[config.mk]
export PLATFORM = sky130hd
export DESIGN_NAME = sample_tick_gen_flat
export DESIGN_NICKNAME = d
export VERILOG_FILES = /design/src/rtl/sample_tick_gen_if.sv /design/src/rtl/sample_tick_gen.sv /design/src/flat_wrapper.sv
export SDC_FILE = /design/constraint.sdc
export NUM_CORES = 1
export LEC_CHECK = 0
export ABC_AREA = 1
export CAP_MARGIN = 15
export CORE_MARGIN = 1.5
export CORE_UTILIZATION = 56
export CTS_CLUSTER_DIAMETER = 100
export DETAILED_ROUTE_END_ITERATION = 6
export PLACE_DENSITY = 0.79
export SYNTH_ARGS = -nofsm -noshare
export SYNTH_HDL_FRONTEND = slang
export SYNTH_SLANG_ARGS = --single-unit
[constraint.sdc]
create_clock -name clk32M768 -period 3.6 [get_ports clk32M768]
set_input_delay 0.9 -clock clk32M768 [delete_from_list [all_inputs] [get_ports clk32M768]]
set_output_delay 0.9 -clock clk32M768 [all_outputs]
set_load 0.02 [all_outputs]
[src/rtl/sample_tick_gen_if.sv]
// SPS-change handshake and tick outputs of sample_tick_gen, bundled for port connection.
// master drives the request side; slave is the tick generator itself.
interface sample_tick_gen_if #(
    parameter int SPS_W = 8
);
    logic             sps_req;
    logic [SPS_W-1:0] sps_val;
    logic             sps_ack;
    logic             sample_en;
    logic             symbol_en;
    logic [SPS_W-1:0] sample_idx;
    logic             clk_lost;
    logic [1:0]       fsm_state;

    modport master (
        output sps_req, sps_val,
        input  sps_ack, sample_en, symbol_en, sample_idx, clk_lost, fsm_state
    );

    modport slave (
        input  sps_req, sps_val,
        output sps_ack, sample_en, symbol_en, sample_idx, clk_lost, fsm_state
    );
endinterface

[src/rtl/sample_tick_gen.sv]
// Converts div_clk rising edges into sample/symbol enables in the clk32M768 domain,
// with boundary-aligned run-time SPS changes and a stalled-div_clk watchdog.
module sample_tick_gen #(
    parameter int SPS_W       = 8,
    parameter int SPS_DEFAULT = 4,
    parameter int TIMEOUT     = 64
) (
    input  logic              clk32M768,
    input  logic              rst_n,
    input  logic              div_clk,
    sample_tick_gen_if.slave  bus
);
    localparam int WD_W = $clog2(TIMEOUT + 1);

    typedef enum logic [1:0] {
        IDLE = 2'd0,
        PEND = 2'd1,
        ACK  = 2'd2
    } state_t;

    state_t           state, state_nxt;
    logic             div_clk_d;
    logic             rise;
    logic [SPS_W-1:0] sps_cur, sps_pend, sample_idx, idx_nxt, last_idx;
    logic [WD_W-1:0]  wdog, wdog_nxt;
    logic             sample_en, symbol_en, sps_ack, clk_lost;
    logic             apply_bound, apply_lost;

    assign rise     = div_clk & ~div_clk_d;
    assign last_idx = sps_cur - SPS_W'(1);
    assign idx_nxt  = (sample_idx >= last_idx) ? '0 : sample_idx + SPS_W'(1);
    assign wdog_nxt = rise ? '0 : ((wdog == WD_W'(TIMEOUT)) ? wdog : wdog + WD_W'(1));

    // 4-phase handshake: sps_req rises and holds; sps_ack rises once the new SPS is
    // live and holds until sps_req drops; sps_ack then drops and IDLE accepts again.
    always_comb begin
        state_nxt   = state;
        apply_bound = 1'b0;
        apply_lost  = 1'b0;
        case (state)
            IDLE: if (bus.sps_req) state_nxt = PEND;
            PEND: begin
                if (rise && (idx_nxt == '0)) begin
                    apply_bound = 1'b1;
                    state_nxt   = ACK;
                end else if (clk_lost) begin
                    apply_lost = 1'b1;
                    state_nxt  = ACK;
                end
            end
            ACK:     if (!bus.sps_req) state_nxt = IDLE;
            default: state_nxt = IDLE;
        endcase
    end

    always_ff @(posedge clk32M768 or negedge rst_n) begin
        if (!rst_n) state <= IDLE;
        else        state <= state_nxt;
    end

    // div_clk_d resets high so a div_clk already high at release is not an edge.
    always_ff @(posedge clk32M768 or negedge rst_n) begin
        if (!rst_n) begin
            div_clk_d  <= 1'b1;
            sample_en  <= 1'b0;
            symbol_en  <= 1'b0;
            sps_ack    <= 1'b0;
            clk_lost   <= 1'b0;
            wdog       <= '0;
            sps_cur    <= SPS_W'(SPS_DEFAULT);
            sps_pend   <= SPS_W'(SPS_DEFAULT);
            sample_idx <= SPS_W'(SPS_DEFAULT - 1);
        end else begin
            div_clk_d <= div_clk;
            wdog      <= wdog_nxt;
            sample_en <= rise;
            symbol_en <= rise && (idx_nxt == '0);
            sps_ack   <= (state_nxt == ACK);
            if (rise)
                clk_lost <= 1'b0;
            else if (wdog_nxt == WD_W'(TIMEOUT))
                clk_lost <= 1'b1;
            // While stalled, idx parks on the last sample so recovery starts a symbol.
            if (rise)
                sample_idx <= idx_nxt;
            else if (apply_lost)
                sample_idx <= sps_pend - SPS_W'(1);
            else if (clk_lost)
                sample_idx <= last_idx;
            if ((state == IDLE) && bus.sps_req)
                sps_pend <= (bus.sps_val == '0) ? SPS_W'(1) : bus.sps_val;
            if (apply_bound || apply_lost)
                sps_cur <= sps_pend;
        end
    end

    assign bus.sps_ack    = sps_ack;
    assign bus.sample_en  = sample_en;
    assign bus.symbol_en  = symbol_en;
    assign bus.sample_idx = sample_idx;
    assign bus.clk_lost   = clk_lost;
    assign bus.fsm_state  = state;
endmodule

[src/flat_wrapper.sv]
// flat-port wrapper written by rule: the top's interface ports become plain ports
module sample_tick_gen_flat 
#(
    parameter int SPS_W       = 8,
    parameter int SPS_DEFAULT = 4,
    parameter int TIMEOUT     = 64
)
  (clk32M768, rst_n, div_clk, bus_sps_req, bus_sps_val, bus_sps_ack, bus_sample_en, bus_symbol_en, bus_sample_idx, bus_clk_lost, bus_fsm_state);
  sample_tick_gen_if #(.SPS_W(SPS_W)) bus_i ();
  input  logic clk32M768;
  input  logic rst_n;
  input  logic div_clk;
  input wire logic [$bits(bus_i.sps_req)-1:0] bus_sps_req;
  input wire logic [$bits(bus_i.sps_val)-1:0] bus_sps_val;
  output wire logic [$bits(bus_i.sps_ack)-1:0] bus_sps_ack;
  output wire logic [$bits(bus_i.sample_en)-1:0] bus_sample_en;
  output wire logic [$bits(bus_i.symbol_en)-1:0] bus_symbol_en;
  output wire logic [$bits(bus_i.sample_idx)-1:0] bus_sample_idx;
  output wire logic [$bits(bus_i.clk_lost)-1:0] bus_clk_lost;
  output wire logic [$bits(bus_i.fsm_state)-1:0] bus_fsm_state;
  assign bus_i.sps_req = bus_sps_req;
  assign bus_i.sps_val = bus_sps_val;
  assign bus_sps_ack = bus_i.sps_ack;
  assign bus_sample_en = bus_i.sample_en;
  assign bus_symbol_en = bus_i.symbol_en;
  assign bus_sample_idx = bus_i.sample_idx;
  assign bus_clk_lost = bus_i.clk_lost;
  assign bus_fsm_state = bus_i.fsm_state;
  sample_tick_gen #(.SPS_W(SPS_W), .SPS_DEFAULT(SPS_DEFAULT), .TIMEOUT(TIMEOUT)) u_core (.clk32M768(clk32M768), .rst_n(rst_n), .div_clk(div_clk), .bus(bus_i));
endmodule
* After elaboration in Yosys (flattened, before gate mapping)
Cells that the tools add are included.
W data, S select, Z words.
** Word-level totals
- Register bits after elaboration :: 38
- Logic and storage cells :: 49
** Cells by class
- Eq/ne operators :: 5
- Reductions and logical operators :: 8
- $add $sub $neg :: 4
- Bitwise gates (word level) :: 2
- Magnitude comparators :: 1
- Multiplexer cells :: 19
** Operators with widths (number)
- $mux W8 :: 5
- $logic_not A8 Y1 :: 2
- $sub A8 B1 Y8 const B :: 2
- $eq A7 B7 Y1 const B :: 2
- $mux W7 :: 2
- $add A8 B1 Y8 const B :: 1
- $ge A8 B8 Y1 :: 1
- $mux W2 :: 4
- $add A7 B1 Y7 const B :: 1
- $mux W1 :: 7
- $pmux W2 S3 :: 1
- $eq A2 B2 Y1 const B :: 2
- $reduce_bool A3 Y1 :: 1
- $eq A2 B1 Y1 const B :: 1
- $logic_and A1 B1 Y1 :: 2
- $logic_not A2 Y1 :: 1
- $reduce_bool A2 Y1 :: 1
- $and A1 B1 Y1 :: 1
- $logic_or A1 B1 Y1 :: 1
- $not A1 Y1 :: 1

* Longest topological paths before layout
Gate-level depths: netlist (run 1).
- Word-level depth :: 9
- Gate-level depth with buffers :: 20
- Depth with buffers taken out :: 20

* Worst setup path before layout (run 1)
No wires, ideal clock.
- Kind :: register to register
- Start :: register u_core.sps_cur[0]
- End :: register u_core.sps_cur[6]
- Clock period less this slack :: 2.566 ns
- Slack :: 1.034 ns
- Setup time :: 0.117 ns
- Arrival :: 2.449 ns
- Stages on the path, launching flop included :: 19
- Path through :: dfrtp_1 inv_1 ha_1 nand2_1 nor3_1 xor2_1 inv_1 ha_1 nand2_1 o21a_1 nand2_1 nor2_1 nor2_2 nand3_4 nand2_4 nand2_4 buf_6 nand2_1 nand2_1
** On the way
- Word-level cells in the longest chain between the ends :: 8
- Elaborated cells between the ends (all ways) :: 10
** Ends and longest elaborated chain
- from (decl) :: line sample_tick_gen.sv:24 : logic [SPS_W-1:0] sps_cur, sps_pend, sample_idx, idx_nxt, last_idx;
- from (signal assigned) :: line sample_tick_gen.sv:70 : sps_cur <= SPS_W'(SPS_DEFAULT);
- from (signal assigned) :: line sample_tick_gen.sv:93 : sps_cur <= sps_pend;
- $sub A8 B1 Y8 * :: line sample_tick_gen.sv:30 : assign last_idx = sps_cur - SPS_W'(1);
- $ge A8 B8 Y1 * :: line sample_tick_gen.sv:31 : assign idx_nxt = (sample_idx >= last_idx) ? '0 : sample_idx + SPS_W'(1);
- $mux W8 * :: line sample_tick_gen.sv:31
- $logic_not A8 Y1 * :: line sample_tick_gen.sv:43 : if (rise && (idx_nxt == '0)) begin
- $logic_and A1 B1 Y1 * :: line sample_tick_gen.sv:43
- $mux W1 :: line sample_tick_gen.sv:43
- $mux W1 :: line sample_tick_gen.sv:40 : case (state)
- $logic_or A1 B1 Y1 * :: line sample_tick_gen.sv:92 : if (apply_bound || apply_lost)
Mark *: on every way between the ends. The rest lies on a longest branch, timed or not.
A chain may end at the register's enable or synchronous reset.

* Worst setup path in the final report (run 1)
- Start :: register u_core.sps_cur[2]
- End :: register u_core.sample_idx[0] (netlist: u_core.bus.sample_idx[0])
** On the way
- Word-level cells in the longest chain between the ends :: 9
- Elaborated cells between the ends (all ways) :: 10
** Ends and longest elaborated chain
- $sub A8 B1 Y8 * :: line sample_tick_gen.sv:30
- $ge A8 B8 Y1 * :: line sample_tick_gen.sv:31
- $mux W8 * :: line sample_tick_gen.sv:31
- $logic_not A8 Y1 :: line sample_tick_gen.sv:43
- $logic_and A1 B1 Y1 :: line sample_tick_gen.sv:43
- $mux W1 :: line sample_tick_gen.sv:43
- $mux W1 :: line sample_tick_gen.sv:40
- $mux W8 :: line sample_tick_gen.sv:86 : else if (apply_lost)
- $mux W8 :: line sample_tick_gen.sv:84 : if (rise)
- to (signal assigned) :: line sample_tick_gen.sv:85 : sample_idx <= idx_nxt;
- to (signal assigned) :: line sample_tick_gen.sv:87 : sample_idx <= sps_pend - SPS_W'(1);
- to (signal assigned) :: line sample_tick_gen.sv:89 : sample_idx <= last_idx;
- to (decl) :: line sample_tick_gen.sv:24
Marks and branches as above.

==> results of run 1 <==
[final cells by class]
type | instances | area share
flip-flops and latches | 38 | 0.343
multi-input cells | 219 | 0.437
well taps | 50 | 0.0224
clock inverters | 2 | 0.00448
repair buffers | 26 | 0.0905
inverters | 54 | 0.0726
clock buffers | 6 | 0.0296
[stage by stage]
| step | power, µW | instances |
|---|---|---|
| finish | 2410 | 395 |
| global route | 2640 | 395 |
| CTS | 2420 | 395 |
| global placement | 2070 | 387 |
| detailed placement | 2100 | 387 |
| floorplan | 1740 | 314 |
[worst paths after layout]
check                           cells past startpoint                       end  slack, ps               from
worst min register to register                      2         u_core.sps_cur[2]        500  u_core.sps_cur[2]
worst min-delay path                                2         u_core.sps_cur[2]        500  u_core.sps_cur[2]
max in group asynchronous                           1        u_core.sps_pend[7]       2390              rst_n
worst max register to register                     18  u_core.bus.sample_idx[0]        700  u_core.sps_cur[2]
worst max-delay path                               18  u_core.bus.sample_idx[0]        700  u_core.sps_cur[2]
min in group asynchronous                           1        u_core.sps_pend[6]        700              rst_n
[flip-flops by register name, summed over array words and instances (netlist names)]
name,count
u_core.bus.clk_lost,1
u_core.bus.fsm_state,2
u_core.bus.sample_en,1
u_core.bus.sample_idx,8
u_core.bus.sps_ack,1
u_core.bus.symbol_en,1
u_core.div_clk_d,1
u_core.sps_cur,8
u_core.sps_pend,8
u_core.wdog,7
[critical path: cells and delay by family (launching register included)]
family	cells	cell delay (ps)
xor+xnor	1	150
buf+inv	1	130
flops	1	390
simple gates	13	1460
compound gates	2	410
fa+ha+maj	1	280
[placed cells by master (no fill, tap or decap), types with 6 or more instances in the layout]
| cell | Yosys | layout |
|---|---|---|
| nor3_1 | 7 | 7 |
| clkdlybuf4s50_1 | 0 | 24 |
| o21ai_0 | 12 | 12 |
| nor2_1 | 28 | 28 |
| clkbuf_8 | 0 | 6 |
| dfrtp_1 | 33 | 33 |
| ha_1 | 13 | 13 |
| a21oi_1 | 8 | 8 |
| nand3_1 | 25 | 25 |
| xnor2_1 | 6 | 6 |
| nand2_1 | 79 | 79 |
| inv_1 | 53 | 53 |
| xor2_1 | 11 | 11 |
[per-layer routing]
layer | GRT usage | wire length (µm)
met5 | 0 | 0
met4 | 0.0900 | 113
met2 | 0.395 | 2450
met1 | 0.325 | 2250
met3 | 0.0609 | 180
[logic make-up after synthesis]
group / share of synthesized area
AO/OA/AOI/OAI: 0.0834
XOR/XNOR: 0.0620
adder cells (fa/ha/maj): 0.0678
buffers and inverters: 0.0923
flip-flops: 0.399
multiplexers: 0.00469
AND/OR/NAND/NOR: 0.291
[power by group through the flow]
stage,logic (µW),registers (µW),clock network (µW)
global placement,1280,787,0
floorplan,919,818,0
detailed placement,1310,793,0
finish,1310,790,305
CTS,1320,786,312
global route,1490,815,335
==> flow_summary.toml, run 1 <==
[synthesis]
syn_nets = 339
synth_commonest_cells = "79 x nand2_1, 53 x inv_1, 33 x dfrtp_1"
synth_cells = 314
ys_ff_latch = 38
netlist_area_mm2 = 0.00240
synth_top_cells_by_area = "dfrtp_1 34%, nand2_1 12%, inv_1 8.3%"
synth.most_common_cell = "nand2_1"
async_flop_share = 1.00
synth-warning-count = 0
yosys.area.top_type = "dfrtp_1"
synth_top_area_share = 0.344
synthFlopType = "dfrtp_1"
synth-edff-count = 0
syn_avg_cell_area_um2 = 7.64
yosysSeqAreaShare = 0.399
synth_cell_types = 31

[critical_path]
cp-start-kind = "register"
cpPeakStageDelay_ps = 390
arrival_ps = 3120
crit_chain = "nor2_1 > nand2_1 > nor2_1 > nand3_1 > nor2_1 > xnor2_1 > ha_1 > a21oi_1 > o21a_1 > nand2_1 > nor2_1 > nor2_2 > nand3_4 > nand2_2 > inv_2 > nand2_1 > nand3_1 > nand2_1"
slowest_stage = "dfstp_2"
crit_fanout = 9
crit_type = "reg2reg"
cp-end-kind = "register"
required_ps = 3830

[placement]
pre_cts_ws_ps = 711
port_buffers = 25
gp_congestion = 0.872
place_area_mm2 = 0.00270
hpwl_mm = 3.87

[power_and_ir_drop]
p_comb_frac = 0.545
seqPwrFrac = 0.328
p_clk_frac = 0.127
switchingPower_uw = 1120
power.density_mw_per_mm2 = 862
swShare = 0.467
vdd_drop_max_v = 0.000380
p_int_uw = 1280
leakage_uw = 0.00145

[final_layout]
fillers = 357
area.sequential_um2 = 957
drive_gt1_frac = 0.0986
nNetsFinal = 369
fin_util = 0.688
multi_input_area_mm2 = 0.00122
num_antenna_cells = 0
synthToLayoutAreaGrowth_pct = 16.3
finish.instance_area_mm2 = 0.00279

[clock_network]
numCtsBuffers = 5
clkSlewWorstSetupHoldPaths_ps = 70
clk_path_buf_depth = 2
cts.sinks = 38
cts_hold_buf = 0
cts_resized = 0
cts_tree = "yes"
postCtsSetupBuffers = 0
h-tree-depth = 2
insertion_delay_ps = 290
root_buffer = "clkbuf_8"

[sta]
hold_viol_final = 0
worstMarginPinSlew_ps = 818
period_minus_slack_ps = 2900
relSlewSlack = 0.455
holdWs_ps = 499
final_max_slew_viol_count = 0
rsz0062_at_grt = "no"
finalSetupViolCount = 0
clock_skew_ps = 4.07
period_share = 0.804
tns_ps = 0
fmax_ghz = 0.345
setup_ws_ps = 705

[die]
initial_utilization = 0.591
ios = 26
coreArea_mm2 = 0.00406
die_y_um = 68.5
fp-row-count = 23
dieArea_mm2 = 0.00469
die_w_um = 68.5

[route]
ant_nets = 0
routed_wl_mm = 4.99
routed_via_density = 5.24
vias = 2069
drt_drc_violations_left = 0
routedWlPerCell_um = 12.6
drtIter0Drc = 118
dr.pass1.iters = 4

[global_route]
grt_max_degree = 39
track_usage = 0.247
antenna_found_initial = 0
grt_pass1_wl_mm = 8.54
grt-ovfl-total = 0
grt_pass1_vias = 1910

[min_path]
hp-class = "reg2reg"

[run_status]
outcome = "completed"

[run]
drv_cap = 0
Power figures use the tool's default switching activity.
==> run 2: changes to the inputs <==
clock period = 3 ns   (was 3.6 ns; I/O delays follow)
==> flow_summary.toml, run 2 (synthesis gave the netlist of run 1 again) <==
[run_status]
outcome = "completed"

[route]
dr.pass1.iters = 5
routed_wl_mm = 5.37
routedWlPerCell_um = 13.5
vias = 2075
drtIter0Drc = 173
routed_via_density = 5.20
drt_drc_violations_left = 0
ant_nets = 0

[die]
ios = 26
dieArea_mm2 = 0.00469
die_w_um = 68.5
die_y_um = 68.5
initial_utilization = 0.591
fp-row-count = 23
coreArea_mm2 = 0.00406

[global_route]
track_usage = 0.258
antenna_found_initial = 0
grt_max_degree = 39
grt_pass1_vias = 1979
grt_pass1_wl_mm = 8.87
grt-ovfl-total = 0

[clock_network]
numCtsBuffers = 5
cts.sinks = 38
clkSlewWorstSetupHoldPaths_ps = 70
h-tree-depth = 2
cts_hold_buf = 0
clk_path_buf_depth = 2
cts_tree = "yes"
insertion_delay_ps = 300
root_buffer = "clkbuf_8"

[final_layout]
drive_gt1_frac = 0.138
final_common_cell = "nand2_1"
synthToLayoutAreaGrowth_pct = 19.3
finish.instance_area_mm2 = 0.00286
num_antenna_cells = 0
fillers = 321
reg_top3 = "u_core.bus.sample_idx (8), u_core.sps_cur (8), u_core.sps_pend (8)"
area.sequential_um2 = 957
nNetsFinal = 373
final_cell_mix = "76 x nand2_1, 52 x inv_1, 33 x dfrtp_1"
multi_input_area_mm2 = 0.00126
fin_util = 0.706

[power_and_ir_drop]
switchingPower_uw = 1440
power.density_mw_per_mm2 = 1060
seqPwrFrac = 0.316
p_clk_frac = 0.124
p_int_uw = 1590
swShare = 0.476
vdd_drop_max_v = 0.000603
leakage_uw = 0.00147
p_comb_frac = 0.560

[critical_path]
crit_type = "reg2reg"
rrSetupSlack_ps = 180
crit_fanout = 16
cp-end-kind = "register"
timing.rr.end = "u_core.sps_cur[1]"
arrival_ps = 3010
crit-reg2reg-launch = "u_core.sps_cur[0]"
reg2reg_depth = 17
cp-start-kind = "register"
required_ps = 3190

[sta]
worstMarginPinSlew_ps = 841
period_share = 0.940
finalSetupViolCount = 0
hold_viol_final = 0
fmax_ghz = 0.355
setup_ws_ps = 179
clock_skew_ps = 7.44
tns_ps = 0
period_minus_slack_ps = 2820
relSlewSlack = 0.439
final_max_slew_viol_count = 0

[placement]
pre_cts_ws_ps = 161
place_area_mm2 = 0.00270
gp_congestion = 0.899
port_buffers = 25
hpwl_mm = 3.94

[min_path]
hp-class = "reg2reg"
whs_endpoint = "u_core.sps_cur[2]"
min_from = "u_core.sps_cur[2]"
hold_depth = 2

[run]
drv_cap = 0
run 2: changes by cell type in the layout (fill, tap and decap cells not counted), sizes merged:
cell  delta
buf      +4
run 2: how the worst max path moves through the flow:
stage | cells after the start | end | start | slack (ps)
2_1_floorplan | 18 | u_core.sps_cur[6] | u_core.sps_cur[0] | 430
3_3_place_gp | 17 | u_core.sps_cur[5] | u_core.sps_cur[0] | 230
3_5_place_dp | 17 | u_core.sps_cur[5] | u_core.sps_cur[0] | 160
4_1_cts | 17 | u_core.sps_cur[5] | u_core.sps_cur[0] | 130
5_1_grt | 18 | u_core.sps_cur[4] | u_core.sps_cur[0] | -50
6_report | 17 | u_core.sps_cur[1] | u_core.sps_cur[0] | 180
run 2: per-layer routing:
metal  GRT usage  wire length [µm]  up-vias
li1            -                 -     1060
met2       0.435              2650       47
met4      0.0925               136        0
met3      0.0576               196       14
met5           0                 0        -
met1       0.321              2390      954
run 2: through the flow:
step	hold slack, ps	instances	total power, µW
floorplan	454	314	2080
global placement	482	388	2490
detailed placement	498	388	2530
CTS	509	396	2930
global route	532	399	3300
finish	510	399	3030
run 2: repair_timing:
action / in CTS / in global routing
setup buffers: 0 / 3
gates resized for setup: 0 / 13
setup endpoints to repair: 0 / 18
endpoints found under the hold margin: 0 / 0
run 2: power by group through the flow:
stage | Combinational, µW | Clock, µW | Sequential [µW]
after CTS | 1610 | 378 | 943
after global routing | 1910 | 406 | 982
final | 1700 | 375 | 957
after detailed placement | 1580 | 0 | 948
after global placement | 1550 | 0 | 940
after floorplan | 1100 | 0 | 981
run 2: final cells by class:
class / instances / share of cell area
clock inverter: 2 / 0.00437
inverter: 54 / 0.0708
clock buffer: 6 / 0.0288
multi-input combinational: 219 / 0.441
tap: 50 / 0.0218
sequential: 38 / 0.334
timing repair buffer: 30 / 0.0987
run 2: critical path, cell delays in order, from the launching register on:
cell and delay [ps]:
dfrtp_1 410, inv_2 80, ha_2 180, nand2_1 110, nor3_2 160, xor2_1 180
inv_1 80, ha_1 270, nand2_1 60, o21a_2 250, nand3_1 110, nand2_1 90
nor2_4 150, nand3_4 130, nand2_4 150, nand2_8 110, nand2_1 120, o21ai_2 60
==> run 3: changes to the inputs <==
CORE_MARGIN = default   (was 1.5)
==> flow_summary.toml, run 3 (synthesis gave the netlist of run 1 again) <==
[final_layout]
nNetsFinal = 372
final_common_cell = "nand2_1"
final_cell_mix = "75 x nand2_1, 52 x inv_1, 33 x dfrtp_1"
finish.instance_area_mm2 = 0.00288
synthToLayoutAreaGrowth_pct = 19.9
drive_gt1_frac = 0.141
reg_top3 = "u_core.bus.sample_idx (8), u_core.sps_cur (8), u_core.sps_pend (8)"
instances_no_fill = 398
num_antenna_cells = 0

[die]
dieArea_mm2 = 0.00455
fp-row-count = 23
initial_utilization = 0.591
ios = 26
die_y_um = 67.5
coreArea_mm2 = 0.00406
die_w_um = 67.5

[clock_network]
numCtsBuffers = 5
cts_hold_buf = 0
root_buffer = "clkbuf_8"
clk_path_buf_depth = 2
cts_tree = "yes"
cts.sinks = 38
clkSlewWorstSetupHoldPaths_ps = 90
h-tree-depth = 2
insertion_delay_ps = 300

[critical_path]
crit_fanout = 16
cpPeakStageDelay_ps = 410
rrSetupSlack_ps = 130
crit-reg2reg-launch = "u_core.sps_cur[0]"
cp-start-kind = "register"
timing.rr.end = "u_core.sps_cur[5]"
required_ps = 3180
crit_type = "reg2reg"
reg2reg_depth = 18
arrival_ps = 3050
slowest_stage = "dfrtp_1"
cp-end-kind = "register"
crit_chain = "inv_2 > ha_2 > nand2_1 > nor3_2 > xor2_1 > inv_1 > ha_1 > nand2_1 > o21a_1 > buf_4 > nand3_2 > nand2_2 > nor2_4 > nand3_4 > nand2_4 > nand2_8 > nor2_4 > a21oi_2"

[min_path]
whs_endpoint = "u_core.sps_cur[2]"
min_from = "u_core.sps_cur[2]"
hp-class = "reg2reg"
hold_depth = 2

[global_route]
grt_pass1_wl_mm = 8.60
grt.busiest_layer = "met2"
antenna_found_initial = 0
use_met2 = 0.431
grt_max_degree = 39
grtUsageMet1 = 0.328
grt-ovfl-total = 0
grt_pass1_vias = 1933
grt_use_met3 = 0.0574
track_usage = 0.260

[route]
dr.pass1.iters = 4
routedWlPerCell_um = 13.1
drt_drc_violations_left = 0
routed_wl_mm = 5.22
drtIter0Drc = 157
routed_via_density = 5.20
ant_nets = 0
vias = 2068

[placement]
port_buffers = 25
gp_congestion = 0.893
place_area_mm2 = 0.00270
hpwl_mm = 3.91
pre_cts_ws_ps = 127
post-place-cells = 388

[power_and_ir_drop]
p_clk_frac = 0.124
p_int_uw = 1600
switchingPower_uw = 1440
power.density_mw_per_mm2 = 1060
vdd_drop_max_v = 0.000640
leakage_uw = 0.00147
swShare = 0.474
p_comb_frac = 0.560
seqPwrFrac = 0.316

[sta]
tns_ps = 0
relSlewSlack = 0.427
worstMarginPinSlew_ps = 859
holdWs_ps = 504
finalSetupViolCount = 0
hold_viol_final = 0
period_minus_slack_ps = 2870
final_max_slew_viol_count = 0
period_share = 0.957
clock_skew_ps = 10.7
setup_ws_ps = 129
fmax_ghz = 0.348

[run]
drv_cap = 0

[run_status]
outcome = "completed"
==> run 3: cell types whose count changed in the layout (fill, tap and decap cells not counted), sizes merged <==
cell  before  now
buf        6    5
==> run 3: worst max-delay path by stage <==
stage,start,to,cells past startpoint
global route,u_core.sps_cur[1],u_core.sps_cur[4],18
finish,u_core.sps_cur[0],u_core.sps_cur[5],18
CTS,u_core.sps_cur[0],u_core.sps_cur[5],18
global placement,u_core.sps_cur[0],u_core.sps_cur[5],17
detailed placement,u_core.sps_cur[0],u_core.sps_cur[5],18
floorplan,u_core.sps_cur[0],u_core.sps_cur[6],18
==> run 3: power by group through the flow <==
stage | logic [µW] | clock network [µW] | registers (µW)
6_report | 1700 | 377 | 961
5_1_grt | 1900 | 405 | 984
4_1_cts | 1600 | 386 | 941
3_5_place_dp | 1590 | 0 | 950
3_3_place_gp | 1560 | 0 | 940
2_1_floorplan | 1100 | 0 | 981
==> run 3: stage by stage <==
stage | power [µW] | util
detailed placement | 2540 | 0.666
global route | 3290 | 0.709
CTS | 2930 | 0.690
floorplan | 2080 | -
global placement | 2500 | 0.666
finish | 3040 | 0.709
==> run 3: per-layer routing <==
layer / wire [µm] / share of wire
met5: 0 / 0
met4: 87 / 0.017
met3: 184 / 0.035
met2: 2580 / 0.49
met1: 2370 / 0.45
==> run 3: worst max-delay path, delay by kind of cell, from the launching register on <==
kind | cells | cell delay, ps
AOI/OAI and AO/OA | 2 | 270
xor gates and xnor gates | 1 | 160
adders and majority gates | 2 | 460
buffers and inverters | 3 | 300
DFF | 1 | 410
and+or+nand+nor | 10 | 1130
==> run 3: layout make-up <==
type,count,area [µm²]
Tap cell,50,62.6
Timing Repair Buffer,29,275
Sequential cell,38,957
Fill cell,318,1180
Inverter,54,203
Clock buffer,6,82.6
Multi-Input combinational cell,219,1280
Clock inverter,2,12.5
==> run 3: what timing repair did <==
item / CTS / global route
setup endpoints to repair: 0 / 18
buffers inserted: 0 / 2
gates resized for setup: 0 / 17
==> variant (settings of run 3) <==
`SPS_W` is set to 8 in 3 places; all go to 12.
--- a/src/rtl/sample_tick_gen_if.sv
+++ b/src/rtl/sample_tick_gen_if.sv
@@ -1,7 +1,7 @@
 // SPS-change handshake and tick outputs of sample_tick_gen, bundled for port connection.
 // master drives the request side; slave is the tick generator itself.
 interface sample_tick_gen_if #(
-    parameter int SPS_W = 8
+    parameter int SPS_W = 12
 );
     logic             sps_req;
     logic [SPS_W-1:0] sps_val;
--- a/src/rtl/sample_tick_gen.sv
+++ b/src/rtl/sample_tick_gen.sv
@@ -1,7 +1,7 @@
 // Converts div_clk rising edges into sample/symbol enables in the clk32M768 domain,
 // with boundary-aligned run-time SPS changes and a stalled-div_clk watchdog.
 module sample_tick_gen #(
-    parameter int SPS_W       = 8,
+    parameter int SPS_W       = 12,
     parameter int SPS_DEFAULT = 4,
     parameter int TIMEOUT     = 64
 ) (
--- a/src/flat_wrapper.sv
+++ b/src/flat_wrapper.sv
@@ -1,7 +1,7 @@
 // flat-port wrapper written by rule: the top's interface ports become plain ports
 module sample_tick_gen_flat 
 #(
-    parameter int SPS_W       = 8,
+    parameter int SPS_W       = 12,
     parameter int SPS_DEFAULT = 4,
     parameter int TIMEOUT     = 64
 )
Interface: changed (resized bus_sample_idx and bus_sps_val); port bits go from 26 to 34. The function was not compared with the original's and may differ.
==> variant against run 3 <==
The flow now finishes with violations (negative setup slack). Sequential cell count is 12 higher. Non-clock buffer count is 47 higher. Setup slack worse by 0.46 ns. Design area is 58% higher. Routed wire length is 76% higher. Power is 70% higher. Synthesized area is 40% higher. Sequential share of layout area is 5.6 points lower. Clock skew is 0.0039 ns lower. Largest cell class unchanged.
==> variant: results (changes against run 3) <==
Fillers -> 341 (+7.2%)
Synth top area cells -> dfrtp_1, nand2_1, nand3_1
Warnings from Yosys -> 0 (unchanged)
Global Route met2 Usage -> 0.573 (+0.143)
Normalized max-slew margin -> 0.530 (+0.102)
Non-Filler Instances -> 582 (+46%)
Top Registers -> u_core.bus.sample_idx (12), u_core.sps_cur (12), u_core.sps_pend (12)
Setup_tns -> -7.36 ns (-7.36 ns)
Clock transition at path regs -> 0.09 ns (about the same)
Number of global-route vias before repair -> 3,270 (+69%)
Number of H-tree levels -> 2 (unchanged)
Worst setup margin -> -0.330 ns (-0.459 ns)
I/O Buffers -> 33 (+32%)
Setup CP Type -> register to register
Seq/Total Area, Yosys -> 0.375 (-0.0239)
Cells after Synth -> 434 (+38%)
Layout cell share with drive strength beyond 1 -> 0.294 (+0.153)
Initial drt markers -> 148 (-5.7%)
GR Util All Layers -> 0.309 (+0.0489)
Primary FF master, synth -> dfrtp_1
Via-per-instance ratio -> 5.62 (+8.2%)
Syn nets -> 467 (+38%)
Met1 track demand over resource -> 0.345 (+0.0169)
Failing checks -> negative setup slack
Worst VDD drop -> 0.707 mV (+10%)
Leak -> 0.00216 µW (+47%)
Layout Skew -> 0.00684 ns (-0.00389 ns)
Hold Crit Class -> input pin to async pin
Post-synth EDFFs -> 0 (unchanged)
Met3 Usage GRT -> 0.0629 (+0.00542)
Setup violators final -> 28 (+28)
Synth cell count leaders -> nand2_1, inv_1, nand3_1
Post-synth cell types -> 34 (+9.7%)
Worst endpoint data arrival time -> 3.54 ns (+0.49 ns)
Clock Latency Late Sink -> 0.32 ns (+0.02 ns)
Reg2reg end -> u_core.sps_cur[0]
Fin nets -> 542 (+46%)
Root Buffer -> clkbuf_8
Routed wire length -> 9170 µm (+76%)
DP Cell Count -> 554 (+43%)
Crit-path max FO -> 7 (-9)
Post-detail-place hpwl -> 5820 µm (+49%)
Crit path launch -> u_core.sps_cur[4]
DR DRC count -> 0 (unchanged)
RD Place Congestion -> 0.922 (+3.2%)
First-pass GRT wire length -> 14,700 µm (+71%)
R2R depth -> 21 (+3)
Outcome -> finished, violations left
Number of CTS-inserted buffers -> 5 (unchanged)
## variant: metrics by stage
stage          hold slack, ns  setup WS (ns)  power (µW)  cell area (µm²)
6_report                0.295         -0.330        5180             4540
5_1_grt                 0.303         -0.462        5520             4540
4_1_cts                 0.314         -0.123        4790             4400
3_5_place_dp            0.478         -0.394        3780             3930
3_3_place_gp            0.477         -0.326        3680             3930
2_1_floorplan           0.454        0.00567        2910             3380
## variant: power by group
group	leakage [µW]	switching, µW	internal, µW
clock network	0.0000385	239	166
registers	0.000633	306	945
logic	0.00148	1990	1530
## variant: layout make-up
class,count,area share
inverters,66,0.0545
flip-flops and latches,50,0.277
well taps,72,0.0198
clock inverters,1,0.00165
multi-input cells,310,0.483
clock buffers,7,0.0168
repair buffers,76,0.148
## variant: timing repair
item | in CTS | in global routing
endpoints found under the setup margin | 28 | 28
buffers inserted | 14 | 2
gates resized for setup | 52 | 25
hold buffers | 0 | 0
pin swaps | 22 | 8
gates cloned | 3 | 0
## variant: worst register-to-register path: stages (launching register included)
cell     delay, ns
dfrtp_1       0.41
nor2_1        0.20
nand3_2       0.15
nor3_4        0.24
nand3_2       0.12
buf_4         0.16
xor2_2        0.13
inv_1         0.08
ha_1          0.31
nand2_2       0.08
nor2_4        0.17
nand2_2       0.10
inv_2         0.07
nand2_4       0.09
nand4_1       0.18
nand2_2       0.09
nor2_4        0.10
nand2_4       0.12
nand2_8       0.16
nand2_8       0.12
nand2_2       0.10
o21ai_2       0.05
## variant: kinds of logic after synthesis
| logic type | synth area share |
|---|---|
| adders and majority gates | 0.0634 |
| xor gates and xnor gates | 0.0705 |
| buffers and inverters | 0.0922 |
| AOI/OAI and AO/OA | 0.104 |
| DFF | 0.375 |
| and+or+nand+nor | 0.295 |
## variant: worst min path at each step
stage,from,end,slack (ns),cells after the start
after floorplan,rst_n,u_core.bus.clk_lost,0.45,0
after global placement,u_core.sps_cur[8],u_core.sps_cur[8],0.48,2
after global routing,rst_n,u_core.sps_pend[5],0.30,1
final,rst_n,u_core.sps_pend[5],0.29,1
after CTS,rst_n,u_core.sps_pend[5],0.31,1
after detailed placement,u_core.sps_cur[8],u_core.sps_cur[8],0.48,2
## variant: per-layer routing
layer	up-vias	wire [µm]
met5	-	0
li1	1565	-
met4	0	274
met1	1559	3660
met3	28	437
met2	120	4800
